**config.mk**
```make
export PLATFORM = sky130hd
export DESIGN_NAME = alu_seq
export DESIGN_NICKNAME = d
export VERILOG_FILES = /design/src/rtl/alu_pkg.sv /design/src/rtl/alu_iter_unit.sv /design/src/rtl/alu_seq.sv
export SDC_FILE = /design/constraint.sdc
export NUM_CORES = 1
export LEC_CHECK = 0
export CAP_MARGIN = 15
export CORE_UTILIZATION = 37
export DETAILED_ROUTE_END_ITERATION = 10
export SETUP_SLACK_MARGIN = 0.3
export SYNTH_ARGS = -nofsm -noshare
export SYNTH_HDL_FRONTEND = slang
export SYNTH_SLANG_ARGS = --single-unit
```
**constraint.sdc**
```tcl
create_clock -name clk -period 3.3 [get_ports clk]
set_input_delay 0.66 -clock clk [delete_from_list [all_inputs] [get_ports clk]]
set_output_delay 0.66 -clock clk [all_outputs]
set_load 0.1 [all_outputs]
```
**src/rtl/alu_pkg.sv**
```systemverilog
// Shared encodings for the sequential ALU: func codes, FSM states, iterative op selects.
// Latency: n/a (types and constants only).
// Backpressure: n/a.
package alu_pkg;

  // Operation select presented on func
  localparam logic [2:0] FN_ADD = 3'd0;
  localparam logic [2:0] FN_SUB = 3'd1;
  localparam logic [2:0] FN_AND = 3'd2;
  localparam logic [2:0] FN_OR  = 3'd3;
  localparam logic [2:0] FN_XOR = 3'd4;
  localparam logic [2:0] FN_SHL = 3'd5;
  localparam logic [2:0] FN_SHR = 3'd6;
  localparam logic [2:0] FN_MUL = 3'd7;

  // Operation select for the iterative unit
  localparam logic [1:0] IT_SHL = 2'd0;
  localparam logic [1:0] IT_SHR = 2'd1;
  localparam logic [1:0] IT_MUL = 2'd2;

  typedef enum logic [1:0] {
    ST_IDLE = 2'd0,
    ST_EXEC = 2'd1,
    ST_DONE = 2'd2
  } state_t;

endpackage

```
**src/rtl/alu_iter_unit.sv**
```systemverilog
// Iterative engine for SHL/SHR (1 bit/cycle) and, with ALU_MUL_EN, shift-add multiply.
// Latency: loads on start, then one step per cycle until the down-counter empties; done flags the last step.
// Backpressure: none; the owning FSM only starts it when idle and holds the final value itself.
module alu_iter_unit
  import alu_pkg::*;
#(
  parameter int WIDTH = 8
) (
  input  logic             clk,
  input  logic             rst,
  input  logic             start,
  input  logic [1:0]       op,
  input  logic [WIDTH-1:0] opa,
  input  logic [WIDTH-1:0] opb,
  output logic             done,
  output logic [WIDTH-1:0] res_nxt,
  output logic             cout_nxt
);

  localparam int SHW = $clog2(WIDTH);
  localparam logic [SHW:0] CNT_ONE = {{SHW{1'b0}}, 1'b1};

  logic [WIDTH-1:0] val_q, val_d;
  logic [SHW:0]     cnt_q, cnt_d;
  logic             cout_q, cout_d;
  logic [1:0]       op_q, op_d;

`ifdef ALU_MUL_EN
  // hi holds the upper product half; val doubles as the multiplier/low product half
  logic [WIDTH-1:0] hi_q, hi_d;
  logic [WIDTH-1:0] mcand_q, mcand_d;
  logic [WIDTH:0]   msum;
`else
  // only the shift amount is needed without the multiplier
  logic [WIDTH-SHW-1:0] unused_opb_hi;
  assign unused_opb_hi = opb[WIDTH-1:SHW];
`endif

  // Load on start, otherwise advance one bit per cycle while the counter is non-zero
  always_comb begin
    val_d  = val_q;
    cnt_d  = cnt_q;
    cout_d = cout_q;
    op_d   = op_q;
`ifdef ALU_MUL_EN
    hi_d    = hi_q;
    mcand_d = mcand_q;
    msum    = '0;
`endif
    if (start) begin
      op_d   = op;
      val_d  = opa;
      cout_d = 1'b0;
      cnt_d  = {1'b0, opb[SHW-1:0]};
`ifdef ALU_MUL_EN
      if (op == IT_MUL) begin
        val_d   = opb;
        hi_d    = '0;
        mcand_d = opa;
        cnt_d   = (SHW+1)'(WIDTH);
      end
`endif
    end else if (cnt_q != '0) begin
      cnt_d = cnt_q - CNT_ONE;
      case (op_q)
        IT_SHL: begin
          cout_d = val_q[WIDTH-1];
          val_d  = {val_q[WIDTH-2:0], 1'b0};
        end
        IT_SHR: begin
          cout_d = val_q[0];
          val_d  = {1'b0, val_q[WIDTH-1:1]};
        end
        default: begin
`ifdef ALU_MUL_EN
          // add multiplicand into the upper half when the current multiplier bit is set, then shift right
          msum   = {1'b0, hi_q} + (val_q[0] ? {1'b0, mcand_q} : '0);
          hi_d   = msum[WIDTH:1];
          val_d  = {msum[0], val_q[WIDTH-1:1]};
          cout_d = |msum[WIDTH:1];
`endif
        end
      endcase
    end
  end

  // Iteration state registers
  always_ff @(posedge clk) begin
    if (rst) begin
      val_q   <= '0;
      cnt_q   <= '0;
      cout_q  <= 1'b0;
      op_q    <= IT_SHL;
`ifdef ALU_MUL_EN
      hi_q    <= '0;
      mcand_q <= '0;
`endif
    end else begin
      val_q   <= val_d;
      cnt_q   <= cnt_d;
      cout_q  <= cout_d;
      op_q    <= op_d;
`ifdef ALU_MUL_EN
      hi_q    <= hi_d;
      mcand_q <= mcand_d;
`endif
    end
  end

  // The step being taken this cycle is the final one; its outcome is exposed directly
  assign done     = (cnt_q == CNT_ONE);
  assign res_nxt  = val_d;
  assign cout_nxt = cout_d;

endmodule

```
**src/rtl/alu_seq.sv**
```systemverilog
// Handshaked ALU: one op per in_valid/in_ready transfer, result and flags registered. ALU_MUL_EN enables func 7 multiply.
// Latency: 1 cycle for logic/add/sub/zero-shift, shamt+1 for shifts, WIDTH+1 for multiply.
// Backpressure: result held in DONE until out_ready; in_ready only in IDLE or in DONE while out_ready is high.
module alu_seq
  import alu_pkg::*;
#(
  parameter int WIDTH = 8
) (
  input  logic             clk,
  input  logic             rst,
  input  logic             in_valid,
  output logic             in_ready,
  input  logic [WIDTH-1:0] inputA,
  input  logic [WIDTH-1:0] inputB,
  input  logic             carryIn,
  input  logic [2:0]       func,
  output logic             out_valid,
  input  logic             out_ready,
  output logic [WIDTH-1:0] result,
  output logic             carryOut,
  output logic             zero,
  output logic             negetive
);

  localparam int SHW = $clog2(WIDTH);

  state_t           state_q, state_d;
  logic [WIDTH-1:0] result_q, result_d;
  logic             cout_q, cout_d;
  logic             zero_q, zero_d;
  logic             neg_q, neg_d;
  logic             out_valid_q, out_valid_d;

  logic             accept;
  logic             load;
  logic [WIDTH:0]   sum;
  logic             it_start;
  logic [1:0]       it_op;
  logic             it_done;
  logic [WIDTH-1:0] it_res;
  logic             it_cout;

  assign in_ready = (state_q == ST_IDLE) | ((state_q == ST_DONE) & out_ready);
  assign accept   = in_valid & in_ready;

  alu_iter_unit #(.WIDTH(WIDTH)) u_iter (
    .clk      (clk),
    .rst      (rst),
    .start    (it_start),
    .op       (it_op),
    .opa      (inputA),
    .opb      (inputB),
    .done     (it_done),
    .res_nxt  (it_res),
    .cout_nxt (it_cout)
  );

  // Next-state, result and flag selection; an accept in DONE overrides the return to IDLE
  always_comb begin
    state_d  = state_q;
    result_d = result_q;
    cout_d   = cout_q;
    load     = 1'b0;
    sum      = '0;
    it_start = 1'b0;
    it_op    = IT_SHL;

    case (state_q)
      ST_EXEC: begin
        if (it_done) begin
          state_d  = ST_DONE;
          result_d = it_res;
          cout_d   = it_cout;
          load     = 1'b1;
        end
      end
      ST_DONE: begin
        if (out_ready) state_d = ST_IDLE;
      end
      default: ;
    endcase

    if (accept) begin
      state_d = ST_DONE;
      cout_d  = 1'b0;
      load    = 1'b1;
      case (func)
        FN_ADD: begin
          sum = {1'b0, inputA} + {1'b0, inputB} + (WIDTH+1)'(carryIn);
          {cout_d, result_d} = sum;
        end
        FN_SUB: begin
          sum = {1'b0, inputA} + {1'b0, ~inputB} + (WIDTH+1)'(carryIn);
          {cout_d, result_d} = sum;
        end
        FN_AND: result_d = inputA & inputB;
        FN_OR:  result_d = inputA | inputB;
        FN_XOR: result_d = inputA ^ inputB;
        FN_SHL, FN_SHR: begin
          if (inputB[SHW-1:0] == '0) begin
            result_d = inputA;
          end else begin
            state_d  = ST_EXEC;
            it_start = 1'b1;
            it_op    = (func == FN_SHL) ? IT_SHL : IT_SHR;
            load     = 1'b0;
          end
        end
        default: begin
          // FN_MUL
`ifdef ALU_MUL_EN
          state_d  = ST_EXEC;
          it_start = 1'b1;
          it_op    = IT_MUL;
          load     = 1'b0;
`else
          result_d = '0;
`endif
        end
      endcase
    end

    zero_d      = load ? (result_d == '0)    : zero_q;
    neg_d       = load ? result_d[WIDTH-1]   : neg_q;
    out_valid_d = (state_d == ST_DONE);
  end

  // FSM state and registered outputs
  always_ff @(posedge clk) begin
    if (rst) begin
      state_q     <= ST_IDLE;
      result_q    <= '0;
      cout_q      <= 1'b0;
      zero_q      <= 1'b0;
      neg_q       <= 1'b0;
      out_valid_q <= 1'b0;
    end else begin
      state_q     <= state_d;
      result_q    <= result_d;
      cout_q      <= cout_d;
      zero_q      <= zero_d;
      neg_q       <= neg_d;
      out_valid_q <= out_valid_d;
    end
  end

  assign out_valid = out_valid_q;
  assign result    = result_q;
  assign carryOut  = cout_q;
  assign zero      = zero_q;
  assign negetive  = neg_q;

endmodule

```
==> results of run 1 <==
-- synth_stat cells (5+ instances only) --
| cell type | instances |
|---|---|
| a21oi_1 | 38 |
| xnor2_1 | 8 |
| clkbuf_1 | 8 |
| buf_2 | 6 |
| mux2i_1 | 9 |
| dfxtp_1 | 28 |
| nand3_1 | 6 |
| a22oi_1 | 5 |
| o21ai_0 | 14 |
| nor2b_1 | 10 |
| nand2_1 | 15 |
| o21bai_1 | 6 |
| ha_1 | 28 |
| nor2_1 | 48 |
| a211oi_1 | 9 |
| and3_1 | 5 |
| nor3_1 | 12 |
| inv_1 | 32 |
-- registers in the layout, indices dropped and copies added, names as in the netlist --
name and flops:
u_iter.cnt_q 4, u_iter.op_q 1, state_q 2, zero 1, negetive 1, carryOut 1, u_iter.cout_q 1, result 8
out_valid 1, u_iter.val_q 8
-- report_power, final --
| part | switching, W | internal (W) |
|---|---|---|
| Combinational | 0.000509 | 0.000313 |
| Sequential | 0.0000502 | 0.000404 |
| Clock | 0.000104 | 0.0000820 |
-- per-layer routing --
layer / vias up / GRT usage
met3: 5 / 0.00848
met1: 1254 / 0.285
met4: 0 / 0.0587
li1: 1391 / -
met2: 69 / 0.349
met5: - / 0
-- what timing repair did --
item,4_1_cts,5_1_grt
pin swaps,7,5
hold buffers,0,0
setup buffers,1,0
setup endpoints to repair,4,4
gates resized for setup,12,9
-- logic make-up (layout without fill, tap and decap cells) --
family | Yosys count | count (layout) | synth area share
xor+xnor | 9 | 9 | 0.0315
simple gates | 121 | 121 | 0.225
fa+ha+maj | 32 | 32 | 0.157
buf+inv | 52 | 97 | 0.0809
compound gates | 111 | 111 | 0.268
mux | 9 | 9 | 0.0329
flops | 28 | 28 | 0.205
-- cell type report --
cell class / instances / share of cell area
clock buffer: 3 / 0.0122
inverter: 32 / 0.0354
multi-input combinational: 282 / 0.599
sequential: 28 / 0.165
tap: 96 / 0.0354
timing repair buffer: 62 / 0.153
-- metrics by stage --
stage | instances | setup slack, ps | utilization
after floorplan | 362 | 427 | -
after global placement | 499 | -236 | 0.469
after detailed placement | 499 | -282 | 0.469
after CTS | 503 | 327 | 0.478
after global routing | 503 | 291 | 0.486
final | 503 | 453 | 0.486
-- how the worst min path moves through the flow --
stage,start,to
6_report,negetive,negetive
2_1_floorplan,u_iter.cout_q,u_iter.cout_q
3_5_place_dp,negetive,negetive
4_1_cts,negetive,negetive
3_3_place_gp,negetive,negetive
5_1_grt,u_iter.cout_q,u_iter.cout_q
-- worst max-delay path, delay by kind of cell --
family / cells / cell delay (ps)
simple gates: 3 / 350
buf+inv: 2 / 290
fa+ha+maj: 2 / 960
compound gates: 5 / 820
==> results.toml, run 1 <==
[worst_setup_path]
r2r_cells = 10
reg2reg_from = "u_iter.cnt_q[1]"
rrSetupSlack_ps = 670
r2r_end = "zero"
critPathCapture = "zero"
endpoint_kind = "register"
cp_data_required_time_ps = 3530
cp-startpoint = "inputB[0]"
arrival_ps = 3070
critical_path.cell_chain = "dlygate4sd2_1 -> inv_2 -> fa_2 -> fa_2 -> nor3_1 -> a31oi_1 -> a21oi_1 -> a221o_1 -> a21oi_2 -> nand4_1 -> nor4_2 -> a31o_1"
crit_fanout = 2
start_kind = "primary input"
worstSetupPathType = "in -> reg"
crit_top_cell = "fa_2"
slowest_stage = "fa_2"
slowest_delay_ps = 570

[synthesis]
synth_edf_count = 0
synthesis.area_sq_um = 2740
synth_top_cell_by_area = "dfxtp_1"
syn-num-nets = 418
synth_ff_type = "dfxtp_1"
async_flop_share = 0
seq_area_frac_synth = 0.205
synth_top_area_frac = 0.205
synth_cell_type_count = 59
yosysWarnings = 0
synth_area_per_cell_sq_um = 7.57
synth_cells = 362
synth_area_leaders = "dfxtp_1 (20%), ha_1 (13%), a21oi_1 (6.9%)"
ys_ff_latch = 28

[finish]
seq_area_sq_um = 561
finalInstanceArea_sq_um = 3390
final_common_cell = "nor2_1"
antenna_cells = 0
mostFrequentLayoutCells = "nor2_1 (48), buf_4 (39), a21oi_1 (35)"
final_nets = 465
multiInputGateArea_sq_um = 2030
area_growth_pct = 23.9
fillers = 735
post_route_cells_drive_above_1_share = 0.167

[clock_tree]
cts_buffers = 3
path_clk_slew_ps = 90
insertion_delay_ps = 270
cts-root-buf = "clkbuf_8"
cts_sinks = 28
clockBufferDepth = 2
htree_levels = 1
cts_tree = "done"

[sta]
fmax_mhz = 351
hold_violations = 0
skew_ps = 6.03
timing.final.crit_share = 0.863
layout_min_cycle_time_ps = 2850
tightest_slew_ps = 716
finalSetupViolCount = 0
maxSlewHeadroom = 0.521
setup_tns_ps = 0
rsz0062_at_grt = "true"
final_max_slew_viol_count = 0
timing.hold.ws_ps = 511

[die]
initial_core_util = 0.392
io_pins = 37
core_area_sq_um = 6980
dieArea_sq_um = 7750
rows = 30
die_h_um = 88.0
die-width_um = 88.0

[grt]
grt_pass1_vias = 2587
grtUsageTotal = 0.206
gr-total-overflow = 0
antenna_found_initial = 0
grt_pass1_wl_um = 12500
grt_max_degree = 30

[run]
max-cap-violations = 0

[place]
hpwl_um = 6090
placed_cell_area_sq_um = 3270
globalplace.congestion = 0.861
port_buffers = 36

[route]
via_per_inst = 5.41
post_drt_wl_per_cell_um = 15.0
ant_nets = 0
dr_total_vias = 2719
highest_layer = "met4"
wl_met1_um = 3580
drc = 0
drt_iter0_drc = 135
wl_met3_um = 259
drt-total-wl_um = 7560
dr_wl_met2_um = 3670
dr.pass1.iters = 4

[min_path]
hold_path_depth = 2
min_path_type = "reg -> reg"

[power]
power_w = 0.00146
p_leak_nw = 1.40
power_density_nw_per_um2 = 431
max-vdd-ir-drop_v = 0.000146

[outcome]
status = "complete, no violations"
Note: power is estimated with default switching activity, not from simulation.
==> run 2: changes to the inputs <==
SLEW_MARGIN = 0   (was unset)
==> results of run 2 <==
Same layout as run 1: the final DEF is identical, and so are final timing and power.
==> run 3: changes to the inputs <==
DONT_BUFFER_PORTS = 1   (was unset)
==> run 3 against run 2 <==
  * Die area is the same
  * Sequential power grew 8.6%
  * Clock power grew 47%
  * First-iteration DRC count grew 13%
  * Critical path type unchanged
  * Critical endpoint unchanged
  * Highest routed layer unchanged
==> results.toml, run 3 (synthesis gave the netlist of run 1 again) <==
[worst_setup_path]
rrSetupSlack_ps = 720
worstSetupPathType = "in -> reg"
arrival_ps = 2950
r2r_end = "zero"
critical_path.cell_chain = "inv_1 -> fa_1 -> fa_1 -> o31ai_2 -> a21oi_1 -> o21bai_1 -> a22oi_1 -> a22oi_1 -> a311oi_1 -> a31o_1"
slowest_stage = "fa_1"
crit_fanout = 5
slowest_delay_ps = 490
cp_data_required_time_ps = 3490
r2r_cells = 10
start_kind = "primary input"
endpoint_kind = "register"
reg2reg_from = "u_iter.cnt_q[0]"

[finish]
mostFrequentLayoutCells = "nor2_1 (48), a21oi_1 (38), inv_1 (32)"
antenna_cells = 0
post_route_cells_drive_above_1_share = 0.0778
final_nets = 417
fin_cells = 456
final_common_cell = "nor2_1"
area_growth_pct = 7.31

[sta]
timing.final.crit_share = 0.836
maxSlewHeadroom = 0.330
rsz0062_at_grt = "false"
hold_violations = 0
timing.hold.ws_ps = 433
layout_min_cycle_time_ps = 2760
skew_ps = 8.72
setup_tns_ps = 0
tightest_slew_ps = 1000
final_max_slew_viol_count = 0
finalSetupViolCount = 0
fmax_mhz = 363

[route]
drt_iter0_drc = 152
via_per_inst = 5.61
dr.pass1.iters = 4
drc = 0
post_drt_wl_per_cell_um = 16.2
ant_nets = 0
dr_total_vias = 2559
drt-total-wl_um = 7390

[grt]
grt_pass1_wl_um = 12000
grtUsageTotal = 0.200
antenna_found_initial = 0
grt_max_degree = 31
grt_pass1_vias = 2414
gr-total-overflow = 0

[run]
max-cap-violations = 0

[die]
io_pins = 37
die-width_um = 88.0
die_h_um = 88.0
dieArea_sq_um = 7750
core_area_sq_um = 6980
initial_core_util = 0.392
rows = 30

[clock_tree]
cts_resized = 0
cts_sinks = 28
path_clk_slew_ps = 100
insertion_delay_ps = 280
postCtsHoldBufs = 0
cts-root-buf = "clkbuf_8"
htree_levels = 1
cts_tree = "done"
clockBufferDepth = 2
cts_buffers = 3
post_cts_buffers = 0

[min_path]
hold-path-endpoint = "u_iter.val_q[4]"
min_from = "rst"
min_path_type = "in -> reg"
hold_path_depth = 1

[place]
hpwl_um = 5790
dp.cells = 452
port_buffers = 0
globalplace.congestion = 0.852

[power]
p_leak_nw = 1.21
pwr-share-comb = 0.474
max-vdd-ir-drop_v = 0.000180
p_clk_frac = 0.187
p_sw_w = 0.000624
p_seq_frac = 0.338
power_density_nw_per_um2 = 497
p_int_w = 0.000837
power_w = 0.00146
swShare = 0.427

[outcome]
status = "complete, no violations"
## run 3: per-layer routing
| layer | vias to the layer above | share of wire | wire [um] | track usage |
|---|---|---|---|---|
| met2 | 67 | 0.48 | 3510 | 0.332 |
| met1 | 1205 | 0.46 | 3420 | 0.265 |
| met4 | 0 | 0.0072 | 53 | 0.0777 |
| met5 | - | 0 | 0 | 0 |
| met3 | 2 | 0.054 | 399 | 0.0254 |
| li1 | 1285 | - | - | - |
## run 3: metrics by stage
step | instance area (sq um) | utilization | setup WS, ps
global placement | 2860 | 0.410 | 237
floorplan | 2740 | - | 427
CTS | 2930 | 0.420 | 495
finish | 2940 | 0.421 | 543
detailed placement | 2860 | 0.410 | 174
global route | 2940 | 0.421 | 330
## run 3: worst max-delay path, delay by kind of cell
kind,cells,cell delay [ps]
AOI/OAI and AO/OA,7,1260
adders and majority gates,2,950
buffers and inverters,1,70
## run 3: cell type report
cell class,instances,area (sq um)
clock buffers,3,41.3
clock inverters,1,30.0
fillers,728,4040
inverters,32,120
multi-input cells,282,1960
flip-flops and latches,28,561
well taps,96,120
repair buffers,14,105
## run 3: worst max-delay path by stage
| stage | start | to | slack [ps] |
|---|---|---|---|
| 3_3_place_gp | inputA[0] | zero | 240 |
| 3_5_place_dp | inputA[0] | zero | 170 |
| 2_1_floorplan | inputA[0] | zero | 430 |
| 5_1_grt | inputA[0] | zero | 330 |
| 4_1_cts | inputA[0] | zero | 490 |
| 6_report | inputA[0] | zero | 540 |
## run 3: power groups by stage
| stage | registers (W) | logic [W] | clock network [W] |
|---|---|---|---|
| detailed placement | 0.000502 | 0.000688 | 0 |
| floorplan | 0.000548 | 0.000509 | 0 |
| global placement | 0.000499 | 0.000682 | 0 |
| finish | 0.000494 | 0.000693 | 0.000273 |
| global route | 0.000501 | 0.000779 | 0.000293 |
| CTS | 0.000493 | 0.000693 | 0.000282 |
